===== src/rtl/digit_scan_ctrl_pkg.sv =====
// Shared types and helpers for the multiplexed digit scanner.
// Build option: define SCAN_BLANK_EN to add the all-off BLANK gap between digits.
package digit_scan_ctrl_pkg;

  localparam int         CNT_W   = 16;
  localparam logic [7:0] SEL_OFF = 8'hFF;

`ifdef SCAN_BLANK_EN
  typedef enum logic [1:0] {
    ST_IDLE  = 2'd0,
    ST_SHOW  = 2'd1,
    ST_BLANK = 2'd2
  } state_e;
`else
  typedef enum logic [1:0] {
    ST_IDLE  = 2'd0,
    ST_SHOW  = 2'd1
  } state_e;
`endif

  // First set mask bit searching upward from cur+1 (mod 8); cur itself is checked last.
  function automatic logic [2:0] next_digit(input logic [7:0] mask, input logic [2:0] cur);
    logic [2:0] pick;
    logic [2:0] cand;
    pick = cur;
    for (int k = 8; k >= 1; k--) begin
      cand = cur + 3'(k);
      if (mask[cand]) begin
        pick = cand;
      end else begin
        pick = pick;
      end
    end
    return pick;
  endfunction

  function automatic logic [3:0] nibble_of(input logic [31:0] word, input logic [2:0] sel);
    return word[{sel, 2'b00} +: 4];
  endfunction

endpackage


===== src/rtl/digit_scan_ctrl_dec.sv =====
// Active-low 3-to-8 digit select decode; all outputs high when disabled.
// Build option SCAN_BLANK_EN does not affect this block.
module dec3to8_n
  import digit_scan_ctrl_pkg::*;
(
  input  logic       en,
  input  logic [2:0] idx,
  output logic [7:0] sel_n
);

  // One-cold decode of the selected digit
  always_comb begin
    sel_n = SEL_OFF;
    if (en) begin
      sel_n[idx] = 1'b0;
    end else begin
      sel_n = SEL_OFF;
    end
  end

endmodule


===== src/rtl/digit_scan_ctrl.sv =====
// Multiplexed 8-digit display scanner: dwells on each enabled digit in turn.
// Build option: define SCAN_BLANK_EN for an all-off BLANK gap between digits.
module digit_scan_ctrl
  import digit_scan_ctrl_pkg::*;
#(
  parameter int unsigned DWELL = 1000,
  parameter int unsigned BLANK = 4
) (
  input  logic        clk,
  input  logic        rst_n,
  input  logic        en,
  input  logic [7:0]  digit_mask,
  input  logic [31:0] data,
  output logic [7:0]  sel_n,
  output logic [2:0]  idx,
  output logic [3:0]  seg_code,
  output logic        frame_done
);

  if (DWELL < 32'd1 || DWELL > 32'd65535) begin : g_bad_dwell
    $error("digit_scan_ctrl: DWELL out of range 1..65535");
  end
  if (BLANK < 32'd1 || BLANK > 32'd255) begin : g_bad_blank
    $error("digit_scan_ctrl: BLANK out of range 1..255");
  end

  localparam logic [CNT_W-1:0] DWELL_LOAD = CNT_W'(DWELL - 32'd1);
`ifdef SCAN_BLANK_EN
  localparam logic [CNT_W-1:0] BLANK_LOAD = CNT_W'(BLANK - 32'd1);
`endif

  state_e             state_q, state_d;
  logic [CNT_W-1:0]   cnt_q, cnt_d;
  logic [2:0]         idx_q, idx_d;
  logic [3:0]         seg_q, seg_d;
  logic               frame_q, frame_d;
  logic [7:0]         sel_n_q;

  logic               mask_any_s;
  logic               pick_s;
  logic               enter_show_s;
  logic               from_idle_s;
  logic               show_d_s;
  logic [2:0]         first_idx_s;
  logic [2:0]         nxt_idx_s;
  logic [7:0]         sel_n_s;

  assign mask_any_s  = (digit_mask != 8'h00);
  assign first_idx_s = next_digit(digit_mask, 3'd7);
  assign nxt_idx_s   = next_digit(digit_mask, idx_q);
  assign show_d_s    = (state_d == ST_SHOW);

  // State, counter and registered outputs
  always_ff @(posedge clk) begin
    if (!rst_n) begin
      state_q <= ST_IDLE;
      cnt_q   <= '0;
      idx_q   <= 3'd0;
      seg_q   <= 4'd0;
      frame_q <= 1'b0;
      sel_n_q <= SEL_OFF;
    end else begin
      state_q <= state_d;
      cnt_q   <= cnt_d;
      idx_q   <= idx_d;
      seg_q   <= seg_d;
      frame_q <= frame_d;
      sel_n_q <= sel_n_s;
    end
  end

  // Next-state and counter; pick_s marks the moment the next digit is chosen
  always_comb begin
    state_d      = state_q;
    cnt_d        = cnt_q;
    pick_s       = 1'b0;
    enter_show_s = 1'b0;
    from_idle_s  = 1'b0;
    if (!en) begin
      state_d = ST_IDLE;
      cnt_d   = '0;
    end else begin
      case (state_q)
        ST_IDLE: begin
          if (mask_any_s) begin
            state_d      = ST_SHOW;
            cnt_d        = DWELL_LOAD;
            enter_show_s = 1'b1;
            from_idle_s  = 1'b1;
          end else begin
            cnt_d = '0;
          end
        end
        ST_SHOW: begin
          if (cnt_q != 16'd0) begin
            cnt_d = cnt_q - 16'd1;
          end else begin
`ifdef SCAN_BLANK_EN
            state_d = ST_BLANK;
            cnt_d   = BLANK_LOAD;
`else
            pick_s  = 1'b1;
`endif
          end
        end
`ifdef SCAN_BLANK_EN
        ST_BLANK: begin
          if (cnt_q != 16'd0) begin
            cnt_d = cnt_q - 16'd1;
          end else begin
            pick_s = 1'b1;
          end
        end
`endif
        default: begin
          state_d = ST_IDLE;
          cnt_d   = '0;
        end
      endcase

      if (pick_s) begin
        if (mask_any_s) begin
          state_d      = ST_SHOW;
          cnt_d        = DWELL_LOAD;
          enter_show_s = 1'b1;
        end else begin
          state_d = ST_IDLE;
          cnt_d   = '0;
        end
      end else begin
        state_d = state_d;
      end
    end
  end

  // Digit index, latched nibble and wrap pulse, all captured on SHOW entry
  always_comb begin
    idx_d   = idx_q;
    seg_d   = seg_q;
    frame_d = 1'b0;
    if (enter_show_s) begin
      idx_d   = from_idle_s ? first_idx_s : nxt_idx_s;
      seg_d   = nibble_of(data, idx_d);
      frame_d = !from_idle_s && (nxt_idx_s <= idx_q);
    end else begin
      frame_d = 1'b0;
    end
  end

  dec3to8_n u_dec (
    .en    (show_d_s),
    .idx   (idx_d),
    .sel_n (sel_n_s)
  );

  assign sel_n      = sel_n_q;
  assign idx        = idx_q;
  assign seg_code   = seg_q;
  assign frame_done = frame_q;

endmodule


===== config.mk =====
export PLATFORM = sky130hd
export DESIGN_NAME = digit_scan_ctrl
export DESIGN_NICKNAME = d
export VERILOG_FILES = /design/src/rtl/digit_scan_ctrl_pkg.sv /design/src/rtl/digit_scan_ctrl_dec.sv /design/src/rtl/digit_scan_ctrl.sv
export SDC_FILE = /design/constraint.sdc
export NUM_CORES = 1
export LEC_CHECK = 0
export ABC_AREA = 0
export BUFFER_PORTS_ARGS = -buffer_cell sky130_fd_sc_hd__clkbuf_2
export CAP_MARGIN = 20
export CELL_PAD_IN_SITES_DETAIL_PLACEMENT = 0
export CELL_PAD_IN_SITES_GLOBAL_PLACEMENT = 1
export CORE_UTILIZATION = 37
export CTS_BUF_LIST = sky130_fd_sc_hd__clkbuf_16
export DETAILED_ROUTE_END_ITERATION = 8
export PLACE_DENSITY_LB_ADDON = 0.1
export RECOVER_POWER = 100
export REMOVE_ABC_BUFFERS = 1
export SYNTH_ARGS = -nofsm -noshare
export SYNTH_HDL_FRONTEND = slang
export SYNTH_SLANG_ARGS = --single-unit

===== constraint.sdc =====
create_clock -name clk -period 3.2 [get_ports clk]
set_input_delay 0.32 -clock clk [delete_from_list [all_inputs] [get_ports clk]]
set_output_delay 0.32 -clock clk [all_outputs]
set_load 0.01 [all_outputs]

==> results of run 1 <==
## worst max-delay path: cells and delay by family (launching register included)
kind                       cells  cell delay [ns]
AOI/OAI and AO/OA              4             1.04
adders and majority gates      1             0.28
buffers and inverters          3             0.40
DFF                            1             0.34
muxes                          3             0.99
## metal layers
layer / track usage (%) / up-vias / wire, um
met5: 0 / - / 0
met4: 7.30 / 0 / 154
met3: 3.03 / 12 / 248
met2: 32.6 / 51 / 3580
met1: 26.3 / 1240 / 3670
li1: - / 1292 / -
## synthesized netlist by cell type (all sizes together), types with 7 or more instances
library cell / number
o21a: 10
inv: 11
nand2: 24
mux4: 9
dfxtp: 34
mux2i: 15
a21oi: 18
buf: 9
o21ai: 9
o21bai: 10
xnor2: 12
nor2: 32
nor3: 7
mux2: 11
nor3b: 9
## registers in the layout (all words and copies together), names as in the netlist
name	count
sel_n	8
seg_code	4
frame_done	1
cnt_q	16
idx	3
state_q	2
## final cells by class
cell class / instances / area [um2]
fill: 717 / 3410
multi-input combinational: 248 / 2000
sequential: 34 / 683
timing repair buffer: 87 / 508
clock buffer: 5 / 125
tap: 96 / 120
inverter: 11 / 41.3
clock inverter: 3 / 16.3
## through the flow
stage	hold WS, ns	worst slack [ns]
3_3_place_gp	0.457	0.0479
5_1_grt	0.383	-0.106
3_5_place_dp	0.467	0.00900
6_report	0.374	0.0543
4_1_cts	0.390	0.0105
2_1_floorplan	0.439	-0.689
## logic make-up (layout without fill, tap and decap cells)
| logic type | count (synthesis) | count (layout) | synth area share [%] |
|---|---|---|---|
| and+or+nand+nor | 107 | 107 | 20.5 |
| AOI/OAI and AO/OA | 81 | 82 | 23.7 |
| muxes | 35 | 35 | 17.9 |
| DFF | 34 | 34 | 25.4 |
| buffers and inverters | 22 | 106 | 4.01 |
| xor gates and xnor gates | 17 | 17 | 5.55 |
| adders and majority gates | 6 | 6 | 2.80 |
| other | 1 | 1 | 0.140 |
## where the power goes
part	switching, uW	internal, uW	leakage, uW
Clock	181	284	0.0000672
Combinational	385	357	0.00105
Sequential	17.7	443	0.000278
## timing repair
action | in CTS | in global routing
endpoints found under the setup margin | 0 | 10
hold buffers | 0 | 0
buffers inserted | 0 | 5
resized for setup | 0 | 25
## final timing paths
| kind | cells after the start | slack (ns) | endpoint |
|---|---|---|---|
| setup / recovery | 11 | 0.05 | seg_code[0]$_SDFFE_PN0P_ |
| hold / removal | 3 | 0.37 | seg_code[1]$_SDFFE_PN0P_ |
| setup reg to reg | 11 | 0.05 | seg_code[0]$_SDFFE_PN0P_ |
| hold reg to reg | 2 | 0.47 | cnt_q[4]$_SDFFE_PN0P_ |
==> flow_metrics.env, run 1 <==
export IMPL_worst_path_most_repeated_cell="buf_4"
export IMPL_r2r_start="idx[0]$_SDFF_PN0_"
export IMPL_ys_seq_elements=34
export IMPL_synth_warnings=0
export IMPL_power_density_nw_per_um2=477
export IMPL_drt_total_wl_um=7660
export IMPL_finish_instance_area_um2=3490
export IMPL_antenna_found_initial=0
export IMPL_ir_worst_vdd_uv=362
export IMPL_worst_pin_slew_ns=0.669
export IMPL_vias_per_cell=5.36
export IMPL_crit_chain="inv_1, ha_4, mux4_2, buf_4, o21ai_0, o21ai_2, buf_4, o41a_2, mux2i_1, mux2_2, a211oi_1"
export IMPL_required_ns=3.38
export IMPL_grt_pass1_vias=2440
export IMPL_fin_crit_ns=3.15
export IMPL_synth_edf_count=0
export IMPL_chipHeight_um=87.2
export IMPL_holdCritStartpoint="data[17]"
export IMPL_grt_max_degree=16
export IMPL_crit_type="reg2reg"
export IMPL_fin_skew_ns=0.00335
export IMPL_portBuffers=58
export IMPL_slew_headroom_pct=55.4
export IMPL_maxCapViolCount=0
export IMPL_critical_path_slowest_cell="mux4_2"
export IMPL_fin_cells=484
export IMPL_hold_path_class="in2reg"
export IMPL_slew_violations=0
export IMPL_drt_iter0_markers=99
export IMPL_diodes=0
export IMPL_synth_yosys_seq_area_share_pct=25.4
export IMPL_num_vias=2595
export IMPL_fin_util_pct=50.6
export IMPL_io_pins=59
export IMPL_num_rows=30
export IMPL_cp_max_fo=5
export IMPL_avgSynthCellArea_um2=8.85
export IMPL_dpl_hpwl_um=5510
export IMPL_setup_viol=0
export IMPL_core_area_um2=6910
export IMPL_async_flop_share_pct=0
export IMPL_drtAntennaViolNets=0
export IMPL_ys_types=60
export IMPL_synth_top_area_share_pct=25.4
export IMPL_hold_viol=0
export IMPL_gp_congestion=0.840
export IMPL_total_power_uw=1670
export IMPL_clk_latency_ns=0.28
export IMPL_dieArea_um2=7600
export IMPL_netlist_area_um2=2680
export IMPL_nNetsFinal=436
export IMPL_start_util_pct=38.8
export IMPL_place_inst=470
export IMPL_globalRouteOverflowTotal=0
export IMPL_mostFrequentLayoutCells="clkbuf_2 (45), nor2_1 (32), dfxtp_1 (32)"
export IMPL_critPathArrivalTime_ns=3.33
export IMPL_grt_pass1_wl_um=11800
export IMPL_rsz0062_at_grt="yes"
export IMPL_status="finished, final reports clean"
export IMPL_tns_ns=0
export IMPL_die_w_um=87.2
export IMPL_postSynthCellCount=303
export IMPL_synth_area_top_cells="dfxtp_1 (25%), mux4_2 (7.6%), mux2i_1 (5.2%)"
export IMPL_avgRoutedWirePerCell_um=15.8
export IMPL_placed_area_um2=3210
export IMPL_cts_num_sinks=34
export IMPL_synth_ff_type="dfxtp_1"
export IMPL_layout_drive_gt1_share_pct=33.2
export IMPL_root_buffer="clkbuf_16"
export IMPL_setup_worst_path_start_class="flop"
export IMPL_syn_to_final_growth_pct=30.2
export IMPL_htreeDepth=2
export IMPL_cts_clk_slew_worst_paths_ns=0.06
export IMPL_endpoint_kind="flop"
export IMPL_final_common_cell="clkbuf_2"
export IMPL_yosysTopAreaCell="dfxtp_1"
export IMPL_leakage_uw=0.00139
export IMPL_cts_made_buffers=5
export IMPL_grt_usage_pct=19.8
export IMPL_fmax_mhz=318
export IMPL_crit_path_max_incr_delay_ns=0.57
export IMPL_cts_tree="yes"
export IMPL_clk_path_buf_depth=2
export IMPL_drc=0
export IMPL_firstDrtPassIters=4
export IMPL_period_share_pct=98.3
export IMPL_crit_path_start="idx[0]$_SDFF_PN0_"
No activity file was read; power rests on OpenSTA's default activity.
==> run 2: changes to the inputs <==
==> constraint.sdc (replaced) <==
create_clock -name clk -period 2.6 [get_ports clk]
set_input_delay 0.26 -clock clk [delete_from_list [all_inputs] [get_ports clk]]
set_output_delay 0.26 -clock clk [all_outputs]
set_load 0.01 [all_outputs]
==> run 2 against run 1 <==
Compared with the run above:
- the run now ends with setup timing left
- register-to-register slack got worse by 0.49 ns
- flip-flop and latch count unchanged
- total power increased by 42%
- wire length increased by 10%
- combinational power increased by 69%
- global-route usage increased by 2.3 points
- worst setup slack got worse by 0.49 ns
- non-clock buffer count increased by 66
- fmax increased by 3.6%
- via count increased by 13%
- first-iteration DRC count increased by 20%
- sequential share of layout area decreased by 3.3 points
- highest routed layer unchanged
==> flow_metrics.env, run 2 (synthesis gave the netlist of run 1 again) <==
export IMPL_fin_cells=550
export IMPL_cts_num_sinks=34
export IMPL_whs_path_depth=3
export IMPL_setup_viol=16
export IMPL_nFillCells=665
export IMPL_crit_family="multiplexers"
export IMPL_final_common_cell="buf_4"
export IMPL_regToRegSetupSlack_ns=-0.44
export IMPL_vias_per_cell=5.32
export IMPL_tns_ns=-4.13
export IMPL_leakage_uw=0.00179
export IMPL_status="complete, but fails checks"
export IMPL_endpoint_kind="flop"
export IMPL_firstDrtPassIters=4
export IMPL_fin_crit_ns=3.04
export IMPL_chipHeight_um=87.2
export IMPL_regMostFlops="cnt_q"
export IMPL_worst_path_most_repeated_cell="nor2_1"
export IMPL_regToRegEndpoint="frame_done$_SDFF_PN0_"
export IMPL_worst_path_buf_inv=2
export IMPL_drt_iter0_markers=119
export IMPL_start_util_pct=38.8
export IMPL_dpl_hpwl_um=5830
export IMPL_hold_path_class="in2reg"
export IMPL_fmax_mhz=329
export IMPL_reg2reg_depth=14
export IMPL_period_share_pct=117
export IMPL_crit_path_max_incr_delay_ns=0.57
export IMPL_nNetsFinal=502
export IMPL_io_pins=59
export IMPL_syn_to_final_growth_pct=57.0
export IMPL_layout_drive_gt1_share_pct=48.7
export IMPL_required_ns=2.81
export IMPL_num_vias=2927
export IMPL_grt_max_degree=12
export IMPL_num_rows=30
export IMPL_fin_ws_ns=-0.436
export IMPL_antenna_found_initial=0
export IMPL_mostFrequentLayoutCells="buf_4 (83), clkbuf_2 (45), dfxtp_1 (31)"
export IMPL_fin_skew_ns=0.00204
export IMPL_place_inst=514
export IMPL_holdCritStartpoint="data[18]"
export IMPL_grt_pass1_wl_um=13300
export IMPL_drt_total_wl_um=8460
export IMPL_portBuffers=58
export IMPL_cts_clk_slew_worst_paths_ns=0.05
export IMPL_r2r_start="idx[0]$_SDFF_PN0_"
export IMPL_drtAntennaViolNets=0
export IMPL_crit_chain="inv_2, ha_4, mux4_2, mux2i_2, buf_4, a41oi_2, nor3_2, nor2_1, ha_1, nor2b_4, o21a_1, o21ai_1, nand3_1, nor2_1"
export IMPL_largest_reg_flops=16
export IMPL_globalRouteOverflowTotal=0
export IMPL_rsz0062_at_grt="yes"
export IMPL_ir_worst_vdd_uv=290
export IMPL_grt_pass1_vias=2755
export IMPL_maxCapViolCount=0
export IMPL_die_w_um=87.2
export IMPL_cts_tree="yes"
export IMPL_cts_made_buffers=5
export IMPL_hold_viol=0
export IMPL_hold_buffers=0
export IMPL_cp_max_fo=3
export IMPL_slew_violations=0
export IMPL_htreeDepth=2
export IMPL_holdPathEnd="seg_code[2]$_SDFFE_PN0P_"
export IMPL_dieArea_um2=7600
export IMPL_violations="setup timing"
export IMPL_root_buffer="clkbuf_16"
export IMPL_total_power_uw=2370
export IMPL_drc=0
export IMPL_worst_pin_slew_ns=0.608
export IMPL_core_area_um2=6910
export IMPL_crit_type="reg2reg"
export IMPL_setup_worst_path_start_class="flop"
export IMPL_critPathArrivalTime_ns=3.24
export IMPL_power_density_nw_per_um2=562
export IMPL_critical_path_slowest_cell="mux4_2"
export IMPL_cp_num_cells=14
export IMPL_gp_congestion=0.772
export IMPL_grt_usage_pct=22.1
export IMPL_diodes=0
export IMPL_avgRoutedWirePerCell_um=15.4
export IMPL_slew_headroom_pct=59.5
export IMPL_fin_util_pct=61.0
export IMPL_clk_latency_ns=0.27
export IMPL_clk_path_buf_depth=2
==> run 2: area by class of cell <==
cell class                 count  area, um2  area share [%]
clock buffer                   5        125            2.97
clock inverter                 3       16.3           0.386
inverter                      11       41.3           0.980
multi-input combinational    248       2200            52.1
sequential                    34        684            16.2
tap                           96        120            2.85
timing repair buffer         153       1030            24.4
==> run 2: metal layers <==
layer,GRT usage (%),wire length [um]
met3,3.60,287
met1,29.7,3880
met5,0,0
met2,37.0,4200
met4,5.66,84
==> run 2: timing repair <==
item / 4_1_cts / 5_1_grt
setup buffers: 9 / 21
setup endpoints to repair: 24 / 32
pin swaps: 9 / 28
gates cloned: 1 / 0
resized for setup: 43 / 34
==> run 2: report_power, final <==
group / switching [uW] / internal [uW] / total, uW
combinational: 595 / 651 / 1250
sequential: 17.0 / 545 / 562
clock: 208 / 349 / 557
total: 820 / 1550 / 2370
==> run 2: worst max path at each step <==
stage,from,endpoint
floorplan,idx[0]$_SDFF_PN0_,seg_code[0]$_SDFFE_PN0P_
global placement,idx[0]$_SDFF_PN0_,frame_done$_SDFF_PN0_
detailed placement,idx[0]$_SDFF_PN0_,frame_done$_SDFF_PN0_
CTS,idx[0]$_SDFF_PN0_,frame_done$_SDFF_PN0_
global route,idx[0]$_SDFF_PN0_,frame_done$_SDFF_PN0_
finish,idx[0]$_SDFF_PN0_,frame_done$_SDFF_PN0_
==> run 2: stage by stage <==
stage / hold WS [ns] / area, um2 / worst slack, ns
2_1_floorplan: 0.382 / 2620 / -1.29
3_3_place_gp: 0.457 / 3540 / -0.562
3_5_place_dp: 0.459 / 3540 / -0.596
4_1_cts: 0.314 / 3950 / -0.378
5_1_grt: 0.362 / 4210 / -0.578
6_report: 0.329 / 4210 / -0.436
==> run 2: tightest hold or removal path, delay by kind of cell <==
family,cells,cell delay [ns]
buffers and inverters,1,0.10
AOI/OAI and AO/OA,2,0.20
